## src/rtl/mc_ctrl_pkg.sv

```systemverilog
// ============================================================================
// Module : mc_ctrl_pkg
// Brief  : Shared enums and instruction-field constants for the multi-cycle
//          control sequencer.
// Rev    : 1.0  initial release
// ============================================================================
`default_nettype none

package mc_ctrl_pkg;

    localparam int OPC_BITS = 6;

    typedef enum logic [2:0] {
        ALU_ADD = 3'd0,
        ALU_SUB = 3'd1,
        ALU_AND = 3'd2,
        ALU_OR  = 3'd3,
        ALU_NOP = 3'd4
    } alu_op_e;

    typedef enum logic [2:0] {
        ST_FETCH  = 3'd0,
        ST_DECODE = 3'd1,
        ST_EXEC   = 3'd2,
        ST_MEM    = 3'd3,
        ST_WB     = 3'd4,
        ST_TRAP   = 3'd5
    } state_e;

    typedef enum logic [2:0] {
        CLS_RTYPE   = 3'd0,
        CLS_LW      = 3'd1,
        CLS_SW      = 3'd2,
        CLS_BEQ     = 3'd3,
        CLS_ILLEGAL = 3'd4
    } instr_class_e;

    localparam logic [OPC_BITS-1:0] OPC_RTYPE = 6'h00;
    localparam logic [OPC_BITS-1:0] OPC_LW    = 6'h23;
    localparam logic [OPC_BITS-1:0] OPC_SW    = 6'h2B;
    localparam logic [OPC_BITS-1:0] OPC_BEQ   = 6'h04;

    localparam logic [OPC_BITS-1:0] FN_ADD = 6'h20;
    localparam logic [OPC_BITS-1:0] FN_SUB = 6'h22;
    localparam logic [OPC_BITS-1:0] FN_AND = 6'h24;
    localparam logic [OPC_BITS-1:0] FN_OR  = 6'h25;

endpackage

`default_nettype wire

```

## src/rtl/mc_instr_decode.sv

```systemverilog
// ============================================================================
// Module : mc_instr_decode
// Brief  : Combinational opcode/funct decode into instruction class and ALU op.
// Rev    : 1.0  initial release
// ============================================================================
`default_nettype none

module mc_instr_decode
    import mc_ctrl_pkg::*;
#(
    parameter int OPC_W = 6
) (
    input  logic [OPC_W-1:0] opcode,
    input  logic [OPC_W-1:0] funct,
    output instr_class_e     cls,
    output alu_op_e          op
);

    always_comb begin
        cls = CLS_ILLEGAL;
        op  = ALU_NOP;
        case (opcode)
            OPC_W'(OPC_RTYPE): begin
                case (funct)
                    OPC_W'(FN_ADD): begin cls = CLS_RTYPE; op = ALU_ADD; end
                    OPC_W'(FN_SUB): begin cls = CLS_RTYPE; op = ALU_SUB; end
                    OPC_W'(FN_AND): begin cls = CLS_RTYPE; op = ALU_AND; end
                    OPC_W'(FN_OR):  begin cls = CLS_RTYPE; op = ALU_OR;  end
                    default:        begin cls = CLS_ILLEGAL; op = ALU_NOP; end
                endcase
            end
            OPC_W'(OPC_LW):  begin cls = CLS_LW;  op = ALU_ADD; end
            OPC_W'(OPC_SW):  begin cls = CLS_SW;  op = ALU_ADD; end
            OPC_W'(OPC_BEQ): begin cls = CLS_BEQ; op = ALU_SUB; end
            default:         begin cls = CLS_ILLEGAL; op = ALU_NOP; end
        endcase
    end

endmodule

`default_nettype wire

```

## src/rtl/mc_control_fsm.sv

```systemverilog
// ============================================================================
// Module : mc_control_fsm
// Brief  : Multi-cycle FETCH/DECODE/EXEC/MEM/WB control sequencer with
//          handshake timeout trap. Optional retire counter: MC_CTRL_PERF_EN.
// Rev    : 1.0  initial release
// ============================================================================
`default_nettype none

module mc_control_fsm
    import mc_ctrl_pkg::*;
#(
    parameter int MEM_TIMEOUT = 16,
    parameter int OPC_W       = 6
) (
    input  logic        clk,
    input  logic        rst_n,
    output logic        imem_req,
    input  logic        imem_ready,
    input  logic [31:0] instr,
    output logic        dmem_req,
    output logic        dmem_we,
    input  logic        dmem_ready,
    input  logic        zero_flag,
    output alu_op_e     alu_op,
    output logic        alu_src_reg,
    output logic        ir_load,
    output logic        reg_we,
    output logic        reg_dst_rd,
    output logic        mem_to_reg,
    output logic        pc_inc,
    output logic        pc_branch,
    output logic        retire,
    output logic        trap
`ifdef MC_CTRL_PERF_EN
    ,
    output logic [31:0] instret
`endif
);

    localparam int CNT_W = (MEM_TIMEOUT > 1) ? $clog2(MEM_TIMEOUT) : 1;
    localparam logic [CNT_W-1:0] c_cnt_last = CNT_W'((MEM_TIMEOUT > 0) ? MEM_TIMEOUT - 1 : 0);

    state_e           r_state;
    state_e           w_state_nxt;
    instr_class_e     r_class;
    alu_op_e          r_op;
    logic [OPC_W-1:0] r_opc;
    logic [OPC_W-1:0] r_fn;
    logic [CNT_W-1:0] r_wait_cnt;

    instr_class_e     w_dec_class;
    alu_op_e          w_dec_op;
    instr_class_e     w_cls;
    alu_op_e          w_op;
    logic             w_fetch_done;
    logic             w_waiting;
    logic             w_timeout;
    logic             w_unused_instr;

    assign w_unused_instr = ^instr[31-OPC_W:OPC_W];

    // Decode runs on the captured instruction so instr need only be valid with imem_ready.
    mc_instr_decode #(
        .OPC_W (OPC_W)
    ) u_decode (
        .opcode (r_opc),
        .funct  (r_fn),
        .cls    (w_dec_class),
        .op     (w_dec_op)
    );

    assign w_fetch_done = (r_state == ST_FETCH) && imem_req && imem_ready;
    assign w_waiting    = ((r_state == ST_FETCH) && imem_req && !imem_ready) ||
                          ((r_state == ST_MEM) && !dmem_ready);
    assign w_timeout    = (MEM_TIMEOUT != 0) && w_waiting && (r_wait_cnt == c_cnt_last);

    assign ir_load   = w_fetch_done;
    assign pc_inc    = w_fetch_done;
    assign pc_branch = (r_state == ST_EXEC) && (r_class == CLS_BEQ) && zero_flag;
    assign retire    = ((r_state == ST_EXEC) && (r_class == CLS_BEQ)) ||
                       ((r_state == ST_MEM) && (r_class == CLS_SW) && dmem_ready) ||
                       (r_state == ST_WB);

    // Outputs are registered from the next state; leaving DECODE the class is not yet latched.
    assign w_cls = (r_state == ST_DECODE) ? w_dec_class : r_class;
    assign w_op  = (r_state == ST_DECODE) ? w_dec_op    : r_op;

    always_comb begin
        w_state_nxt = r_state;
        case (r_state)
            ST_FETCH: begin
                if (w_fetch_done)   w_state_nxt = ST_DECODE;
                else if (w_timeout) w_state_nxt = ST_TRAP;
            end
            ST_DECODE: begin
                w_state_nxt = (w_dec_class == CLS_ILLEGAL) ? ST_TRAP : ST_EXEC;
            end
            ST_EXEC: begin
                case (r_class)
                    CLS_BEQ:         w_state_nxt = ST_FETCH;
                    CLS_RTYPE:       w_state_nxt = ST_WB;
                    CLS_LW, CLS_SW:  w_state_nxt = ST_MEM;
                    default:         w_state_nxt = ST_TRAP;
                endcase
            end
            ST_MEM: begin
                if (dmem_ready)     w_state_nxt = (r_class == CLS_SW) ? ST_FETCH : ST_WB;
                else if (w_timeout) w_state_nxt = ST_TRAP;
            end
            ST_WB:   w_state_nxt = ST_FETCH;
            ST_TRAP: w_state_nxt = ST_TRAP;
            default: w_state_nxt = ST_TRAP;
        endcase
    end

    always_ff @(posedge clk or negedge rst_n) begin
        if (!rst_n) begin
            r_state     <= ST_FETCH;
            r_class     <= CLS_ILLEGAL;
            r_op        <= ALU_NOP;
            r_opc       <= '0;
            r_fn        <= '0;
            r_wait_cnt  <= '0;
            imem_req    <= 1'b0;
            dmem_req    <= 1'b0;
            dmem_we     <= 1'b0;
            alu_op      <= ALU_NOP;
            alu_src_reg <= 1'b0;
            reg_we      <= 1'b0;
            reg_dst_rd  <= 1'b0;
            mem_to_reg  <= 1'b0;
            trap        <= 1'b0;
        end else begin
            r_state <= w_state_nxt;
            if (w_fetch_done) begin
                r_opc <= instr[31:32-OPC_W];
                r_fn  <= instr[OPC_W-1:0];
            end
            if (r_state == ST_DECODE) begin
                r_class <= w_dec_class;
                r_op    <= w_dec_op;
            end
            if ((w_state_nxt != r_state) &&
                ((w_state_nxt == ST_FETCH) || (w_state_nxt == ST_MEM))) begin
                r_wait_cnt <= '0;
            end else if (w_waiting) begin
                r_wait_cnt <= r_wait_cnt + 1'b1;
            end
            imem_req    <= (w_state_nxt == ST_FETCH);
            dmem_req    <= (w_state_nxt == ST_MEM);
            dmem_we     <= (w_state_nxt == ST_MEM) && (w_cls == CLS_SW);
            alu_op      <= ((w_state_nxt == ST_EXEC) || (w_state_nxt == ST_MEM)) ? w_op : ALU_NOP;
            alu_src_reg <= ((w_state_nxt == ST_EXEC) || (w_state_nxt == ST_MEM)) &&
                           ((w_cls == CLS_RTYPE) || (w_cls == CLS_BEQ));
            reg_we      <= (w_state_nxt == ST_WB);
            reg_dst_rd  <= (w_state_nxt == ST_WB) && (w_cls == CLS_RTYPE);
            mem_to_reg  <= (w_state_nxt == ST_WB) && (w_cls == CLS_LW);
            trap        <= (w_state_nxt == ST_TRAP);
        end
    end

`ifdef MC_CTRL_PERF_EN
    always_ff @(posedge clk or negedge rst_n) begin
        if (!rst_n) begin
            instret <= 32'd0;
        end else if (retire && (r_state != ST_TRAP)) begin
            instret <= instret + 32'd1;
        end
    end
`endif

endmodule

`default_nettype wire

```

## config.mk

```make
export PLATFORM = sky130hd
export DESIGN_NAME = mc_control_fsm
export DESIGN_NICKNAME = d
export VERILOG_FILES = /design/src/rtl/mc_ctrl_pkg.sv /design/src/rtl/mc_instr_decode.sv /design/src/rtl/mc_control_fsm.sv
export SDC_FILE = /design/constraint.sdc
export NUM_CORES = 1
export LEC_CHECK = 0
export CELL_PAD_IN_SITES_DETAIL_PLACEMENT = 0
export CELL_PAD_IN_SITES_GLOBAL_PLACEMENT = 1
export CORE_AREA = 2 2 74 76
export DETAILED_ROUTE_END_ITERATION = 8
export DIE_AREA = 0 0 76 78
export PLACE_DENSITY_LB_ADDON = 0.3
export SLEW_MARGIN = 20
export SYNTH_ARGS = -nofsm -noshare
export SYNTH_HDL_FRONTEND = slang
export SYNTH_SLANG_ARGS = --single-unit
export TNS_END_PERCENT = 30
```

## constraint.sdc

```tcl
create_clock -name clk -period 2.9 [get_ports clk]
set_input_delay 0.435 -clock clk [delete_from_list [all_inputs] [get_ports clk]]
set_output_delay 0.435 -clock clk [all_outputs]
set_load 0.05 [all_outputs]
```

==> summary.md <==
| Metric | Value |
|---|---|
| Number of diodes | 0 |
| I/O pin total | 52 |
| Mapped Area | 0.00181 mm² |
| CTS clock-pin slew for the worst setup and hold paths | roughly 0.07 ns |
| Yosys warns | 0 |
| Type of origin of the critical path | flop |
| Htree depth | 2 |
| CTS tree | built |
| Tcrit/Tclk final | 83.1% |
| CP Buf/Inv Count | 0 |
| Asr flop ratio synth | 100% |
| DR vias | 1429 |
| WL per Instance | about 14 µm |
| Post-DP HPWL | 2980 µm |
| Final #Nets | about 240 |
| #FFs+latches synth | 36 |
| Final WS setup | about 0.5 ns |
| RSZ-0062 raised after global routing | no |
| CP delay by family, top | simple AND/OR/NAND/NOR gates |
| Root Buffer | clkbuf_8 |
| Crit. End Element | flop |
| CTS Sinks | 36 |
| WL final | a little under 4000 µm |
| Tmin final | 2.41 ns |
| Sw Pwr | around 190 µW |
| Switching share of power | 16.9% |
| Synth cell types | between 40 and 50 |
| Synth area leaders | dfrtp_1 46%, mux2_2 8.1%, dfstp_2 4.4%, nand2b_1 2.8%, a21oi_1 2.5% |
| Grt ovf | 0 |
| Num CTS Buffers | 5 |
| Worst slack, placed | 0.197 ns |
| Syn_nets | 210 |
| Max Fclk | between 0.4 and 0.5 GHz |
| Internal | 953 µW |
| Sequential element share of the synthesized area | 49.9% |
| Hold Crit Class | flop to flop |
| Area of the multi-input gates | 856 µm² |
| Top_reg_cell synth | dfrtp_1 |
| Max-slew violations | 0 |
| Final hold violations | 0 |
| Die Y | roughly 78 µm |
| Most common cell after layout, fill and taps aside | dfrtp_1 |
| Crit path arrival time | approximately 2.6 ns |
| CP cell instances | or4b_1, a21oi_1, and4_1, xor2_1, nand2_1, o22ai_1 |
| Most frequent cells in the layout | 33 x dfrtp_1, 27 x clkdlybuf4s50_1, 13 x mux2_2 |
| Syn_area_per_cell | between 10 and 15 µm² |
| Core ar. | 0.00504 mm² |
| Initial antenna violation count | 0 |
| Area leader, netlist | dfrtp_1 |
| Top cell type's share of synthesized area | 45.6% |
| Measured slew at the worst slew-check pin | between 0.5 and 0.6 ns |
| Clock skew | 0.00457 ns |
| Leakage | 1.08 nW |
| Vias/cell | a little over 5 |
| P per Cell Area | 482 mW/mm² |
| CP required | 3.11 ns |
| Worst slew margin | 63.0% |
| Critical Path Max Stage Delay | between 0.6 and 0.7 ns |
| Drt initial violations | 110 |
| Worst setup path category | flop to flop |
| DRC violations left | 0 |
| DRT Pass-1 Iters | 4 |
| Clock share of power | 53.2% |
| Mapped Cells | 172 |
| Maximum vdd ir drop | 320 µV |
| Largest net degree at the start of global routing | 37 |
| Post-DRT Antenna Nets | 0 |
| GR Util All Layers | 14.2% |
| FF/Latch Area | 905 µm² |
| Clk buf depth | 2 |
| Filler Cells Inserted | about 480 |
| Num rows | 26 |
| Total power | roughly 1.1 mW |
| Share of layout cells above drive strength 1 | 17.0% |
| Final setup viols | 0 |
| Number of global-route vias before repair | 1438 |
| GP Congestion | roughly 0.87 |
| CP max-delay cell | or4b_1 |
| Port buffer count | 31 |
| Logic gate share of total power | ~3.0% |
| Worst skew pair latency | 0.29 ns |
| Biggest regs | r_fn x6, r_opc x6, r_wait_cnt x4 |
| Post-synth EDFFs | 0 |
| First-pass GRT wire length | 6790 µm |
| Setup TNS | 0 ns |
| Area grow syn2layout | 31.1% |
| Reg power frac | 43.8% |
| Die outline area | about 0.0059 mm² |
| Number of max-cap violations | 0 |
| Initial core utilization | a little over a third |
| Die Width | 76 µm |
| CP max FO | 12 |
| Outcome | finished, final reports clean |
metrics by stage:
stage               instance area, µm²  util [%]  hold WS (ns)  cells
floorplan                         1810         -         0.139    172
global placement                  2210      43.9         0.458    268
detailed placement                2210      43.9         0.467    268
CTS                               2370      47.0         0.483    276
global route                      2370      47.1         0.501    276
finish                            2370      47.1         0.477    276
routing by layer:
layer  global-route usage (%)  up-vias  wire (µm)
met5                        0        -          0
met1                     16.9      684       1610
li1                         -      690          -
met3                     3.49        6        210
met4                     4.55        0         44
met2                     25.4       49       2100
synth_stat cells, types with 4 or more instances:
cell type,count
o22ai_1,4
nand2_1,11
xor2_1,4
nor3_1,5
a21oi_1,9
nand2b_1,8
nor4_1,4
mux2_2,13
o21ai_0,7
nor2_1,12
dfrtp_1,33
and3_1,4
inv_1,4
clkbuf_1,5
path summary, 6_finish.rpt:
kind / endpoint / startpoint / cells past startpoint / slack [ns]
setup reg to reg: r_wait_cnt[3] / r_state[1] / 6 / 0.49
min in group asynchronous: dmem_we / rst_n / 2 / 0.56
setup / recovery: r_wait_cnt[3] / r_state[1] / 6 / 0.49
hold reg to reg: r_op[1] / r_op[1] / 1 / 0.48
max in group asynchronous: alu_op[2] / rst_n / 2 / 2.00
hold / removal: r_op[1] / r_op[1] / 1 / 0.48
cell families (layout without fill, tap and decap cells):
kind of cell | Yosys count | after routing | synth area share (%)
fa+ha+maj | 1 | 1 | 0.690
mux | 15 | 15 | 9.19
flops | 36 | 36 | 49.9
buf+inv | 12 | 46 | 2.83
compound gates | 36 | 36 | 13.7
simple gates | 67 | 67 | 21.2
xor+xnor | 5 | 5 | 2.42
timing repair:
item | 4_1_cts | 5_1_grt
resized for setup | 0 | 1
hold buffers | 0 | 0
setup buffers | 0 | 0
endpoints found under the hold margin | 0 | 0
setup endpoints to repair | 0 | 1
power by group through the flow:
stage	Combinational, mW	Sequential [mW]	Clock [mW]
detailed placement	0.0349	0.512	0
CTS	0.0351	0.502	0.619
finish	0.0341	0.502	0.610
global placement	0.0338	0.512	0
global route	0.0381	0.502	0.649
floorplan	0.00161	0.512	0
cell type report:
cell class / count / share of cell area [%]
Clock buffer: 5 / 2.90
Inverter: 4 / 0.632
Timing Repair Buffer: 34 / 14.9
Multi-Input combinational cell: 124 / 36.0
Sequential cell: 36 / 38.1
Tap cell: 70 / 3.69
Clock inverter: 3 / 3.79
No activity file was read; power rests on OpenSTA's default activity.
==> RTL change 1 (config.mk and constraints unchanged) <==
The option `MC_CTRL_PERF_EN` is turned on by a define.
--- a/src/rtl/mc_control_fsm.sv
+++ b/src/rtl/mc_control_fsm.sv
@@ -5,6 +5,8 @@
 // Rev    : 1.0  initial release
 // ============================================================================
 `default_nettype none
+
+`define MC_CTRL_PERF_EN
 
 module mc_control_fsm
     import mc_ctrl_pkg::*;
Formal check against the unedited RTL (old outputs only; new: instret): equivalent (Yosys induction, for registers that start in step).
==> RTL change 1 against the unedited design <==
- the flow now stops in global placement
- synthesized cell count rose by 87%
- area after synthesis rose by 81%
==> RTL change 1: results (changes against the unedited design) <==
Place
  • # port buffers: 63 (was 31)

Logic synthesis
  • YS warnings: 0 (unchanged)
  • Main synth FF type: dfrtp_1 (unchanged)
  • Synth Instances: 321 (was 172)
  • Register area share after synthesis: 52.0% (was 49.9%)
  • Largest cells by area after synthesis: dfrtp_1, nand2_1, xnor2_1, xor2_1, dfstp_2 (was dfrtp_1, mux2_2, dfstp_2, nand2b_1, a21oi_1)
  • Synth cell types: 56 (was 49)
  • Syn nets: 360 (was 210)
  • Async S/R FF share, synth: 100% (unchanged)
  • Most frequent cells after synthesis: dfrtp_1, nand2_1, xnor2_1 (was dfrtp_1, mux2_2, nor2_1)
  • Yosys reg bits: 68 (was 36)

Run status
  • Outcome: did not finish (was finished clean)
  • Halt Stage: global placement
  • Stop Error: [ERROR FLW-0024] Place density exceeds 1.0 (current PLACE_DENSITY_LB_ADDON =  0.3). Please check if the value of  PLACE_DENSITY_LB_ADDON is between 0 and 0.99.

Die
  • Rows: 26 (unchanged)
## RTL change 1: cell count changes after synthesis, sizes merged, moves of 4 or more
| cell | unedited run | this run |
|---|---|---|
| nand2 | 11 | 63 |
| mux2 | 13 | 1 |
| xor2 | 4 | 17 |
| xnor2 | 1 | 19 |
| and4 | 1 | 5 |
| and2 | 3 | 8 |
| nand2b | 8 | 4 |
| dfrtp | 33 | 65 |
| nand4 | 1 | 12 |
| nand3 | 2 | 12 |
| o22ai | 4 | 0 |
| inv | 4 | 8 |
## RTL change 1: cells by family after synthesis
kind of cell	Yosys count	share of synthesized area [%]
flip-flops	68	52.0
buffers and inverters	19	2.75
multiplexers	4	1.26
XOR/XNOR	36	9.61
AO/OA/AOI/OAI	37	8.12
AND/OR/NAND/NOR	155	25.5
adder cells (fa/ha/maj)	2	0.762
==> RTL change 2 (same settings) <==
Without the edit above. The 5 values of `instr_class_e` get a Gray code encoding in 3 bits.
--- a/src/rtl/mc_ctrl_pkg.sv
+++ b/src/rtl/mc_ctrl_pkg.sv
@@ -28,11 +28,11 @@
     } state_e;
 
     typedef enum logic [2:0] {
-        CLS_RTYPE   = 3'd0,
-        CLS_LW      = 3'd1,
-        CLS_SW      = 3'd2,
-        CLS_BEQ     = 3'd3,
-        CLS_ILLEGAL = 3'd4
+        CLS_RTYPE   = 3'b000,
+        CLS_LW      = 3'b001,
+        CLS_SW      = 3'b011,
+        CLS_BEQ     = 3'b010,
+        CLS_ILLEGAL = 3'b110
     } instr_class_e;
 
     localparam logic [OPC_BITS-1:0] OPC_RTYPE = 6'h00;
Behaviour: no difference found for any inputs over 10 cycles, from zero or initial values and one cycle with rst_n low; not proved beyond that.
==> RTL change 2 against the unedited design <==
- routed wire length down 6.6%
- sequential cell count stayed put
- total power is 19% lower
- sequential power hardly changed
- cell area is 5.1% lower
- die area unchanged
- critical path depth decreased by 3
- fmax decreased by 8.5%
- highest routed layer unchanged
- area after synthesis down 4.0%
- worst setup slack worse by 0.22 ns
==> RTL change 2: results (changes against the unedited design) <==
Run status
  • Outcome: finished clean (unchanged)

Logic synthesis
  • Async S/R FF share, synth: 100% (unchanged)
  • Largest cells by area after synthesis: dfrtp_1, mux2_2, dfstp_2, nor2_1, a21oi_1 (was dfrtp_1, mux2_2, dfstp_2, nand2b_1, a21oi_1)
  • Syn avg cell area: 11.0 µm² (was 10.5 µm²)
  • Syn nets: 196 (was 210)
  • Synth cell types: 46 (was 49)
  • YS warnings: 0 (unchanged)
  • Most frequent cells after synthesis: dfrtp_1, nor2_1, mux2_2 (was dfrtp_1, mux2_2, nor2_1)
  • Register area share after synthesis: 52.1% (was 49.9%)

Setup path
  • Crit-path slowest cell: clkdlybuf4s50_1 (was or4b_1)
  • R2R Setup Slk: 0.95 ns (was 0.49 ns)
  • Family with the most delay on the worst path: buffers and inverters (was simple AND/OR/NAND/NOR gates)
  • Worst Path Max Fanout: 6 (was 12)
  • Max incr delay on CP: 0.80 ns (was 0.65 ns)

Finish
  • Final Net Count: 230 (was 243)
  • Post-route non-filler standard cell count: 263 (was 276)
  • Inserted Diodes: 0 (unchanged)
  • Layout cell share with drive strength beyond 1: 18.7% (was 17.0%)
  • Fill cell count: 482 (was 478)

Place
  • Dpl cell area: 0.00215 mm² (was 0.00221 mm²)
  • Post-DP HPWL: 2720 µm (was 2980 µm)
  • DP Worst Slack: 0.567 ns (was 0.197 ns)
  • Cells after DPL: 255 (was 268)
  • Gpl congestion: 0.767 (was 0.871)

Detailed routing
  • WL/cell: 14.1 µm (was 14.4 µm)
  • 1st-pass router iterations: 4 (unchanged)
  • Vias per cell: 4.97 (was 5.18)
  • DRT iter0 DRCs: 65 (was 110)

Clock network
  • Clock transition at path regs: 0.07 ns (about the same)
  • Clock Latency Late Sink: 0.29 ns (about the same)
  • Root Buffer: clkbuf_8 (unchanged)

Timing
  • Fin Hold WS: 0.502 ns (was 0.477 ns)
  • Clock Skew: 0.00294 ns (was 0.00457 ns)
  • Rel. slew slack: 59.4% (was 63.0%)
  • Final period utilization: 90.8% (was 83.1%)

Pwr
  • Leakage: 0.974 nW (was 1.08 nW)
  • IR Drop Worst-Case VDD: 0.336 mV (was 0.320 mV)

Global route
  • First-pass GRT wire length: 6530 µm (was 6790 µm)
  • Initial antenna violation count: 0 (unchanged)
  • Pin count of the biggest net entering global routing: 37 (unchanged)
  • Vias in the first global route: 1,369 (was 1,438)
  • GRT Overall Usage: 14.0% (was 14.2%)
==> RTL change 2: metal layers <==
layer	up-vias	GRT usage, %	part of all wire, %
met2	28	23.9	49
met3	6	3.49	3.8
met1	637	16.9	45
met4	0	6.00	1.8
met5	-	0	0
li1	636	-	-
==> RTL change 2: path summary, 6_finish.rpt <==
path | start | endpoint | cells past startpoint
max | r_class[1] | pc_branch | 3
min | r_op[1] | r_op[1] | 2
max in group asynchronous | rst_n | r_op[2] | 2
min in group asynchronous | rst_n | r_fn[4] | 2
min reg2reg | r_op[1] | r_op[1] | 2
max reg2reg | r_state[0] | mem_to_reg | 5
==> RTL change 2: power breakdown <==
group | switching (mW) | internal [mW]
logic | 0.0146 | 0.0218
clock network | 0.174 | 0.217
registers | 0 | 0.502
total | 0.188 | 0.741
==> RTL change 2: cell families (layout without fill, tap and decap cells) <==
kind of cell	after synthesis	in the layout	synth area share, %
simple gates	57	57	19.1
compound gates	35	35	14.0
buf+inv	11	46	3.17
mux	15	15	9.50
flops	36	36	52.1
fa+ha+maj	1	1	0.719
xor+xnor	3	3	1.51
==> RTL change 2: cell type report <==
cell class	instances	area, µm²	area share (%)
sequential	36	906	40.2
tap	70	87.6	3.89
clock buffer	8	100	4.44
inverter	3	11.3	0.500
timing repair buffer	35	370	16.4
multi-input combinational	111	778	34.5
==> RTL change 2: metrics by stage <==
stage	total power, mW	utilization (%)
floorplan	0.515	-
CTS	0.939	44.7
global route	0.968	44.7
global placement	0.548	42.7
finish	0.929	44.7
detailed placement	0.549	42.7
==> RTL change 2: worst reg2reg max path, stage by stage, from the launching register on <==
cell	delay [ns]
dfrtp_1	0.40
buf_4	0.20
or4b_4	0.56
a21oi_4	0.27
a31oi_4	0.16
a211oi_1	0.28
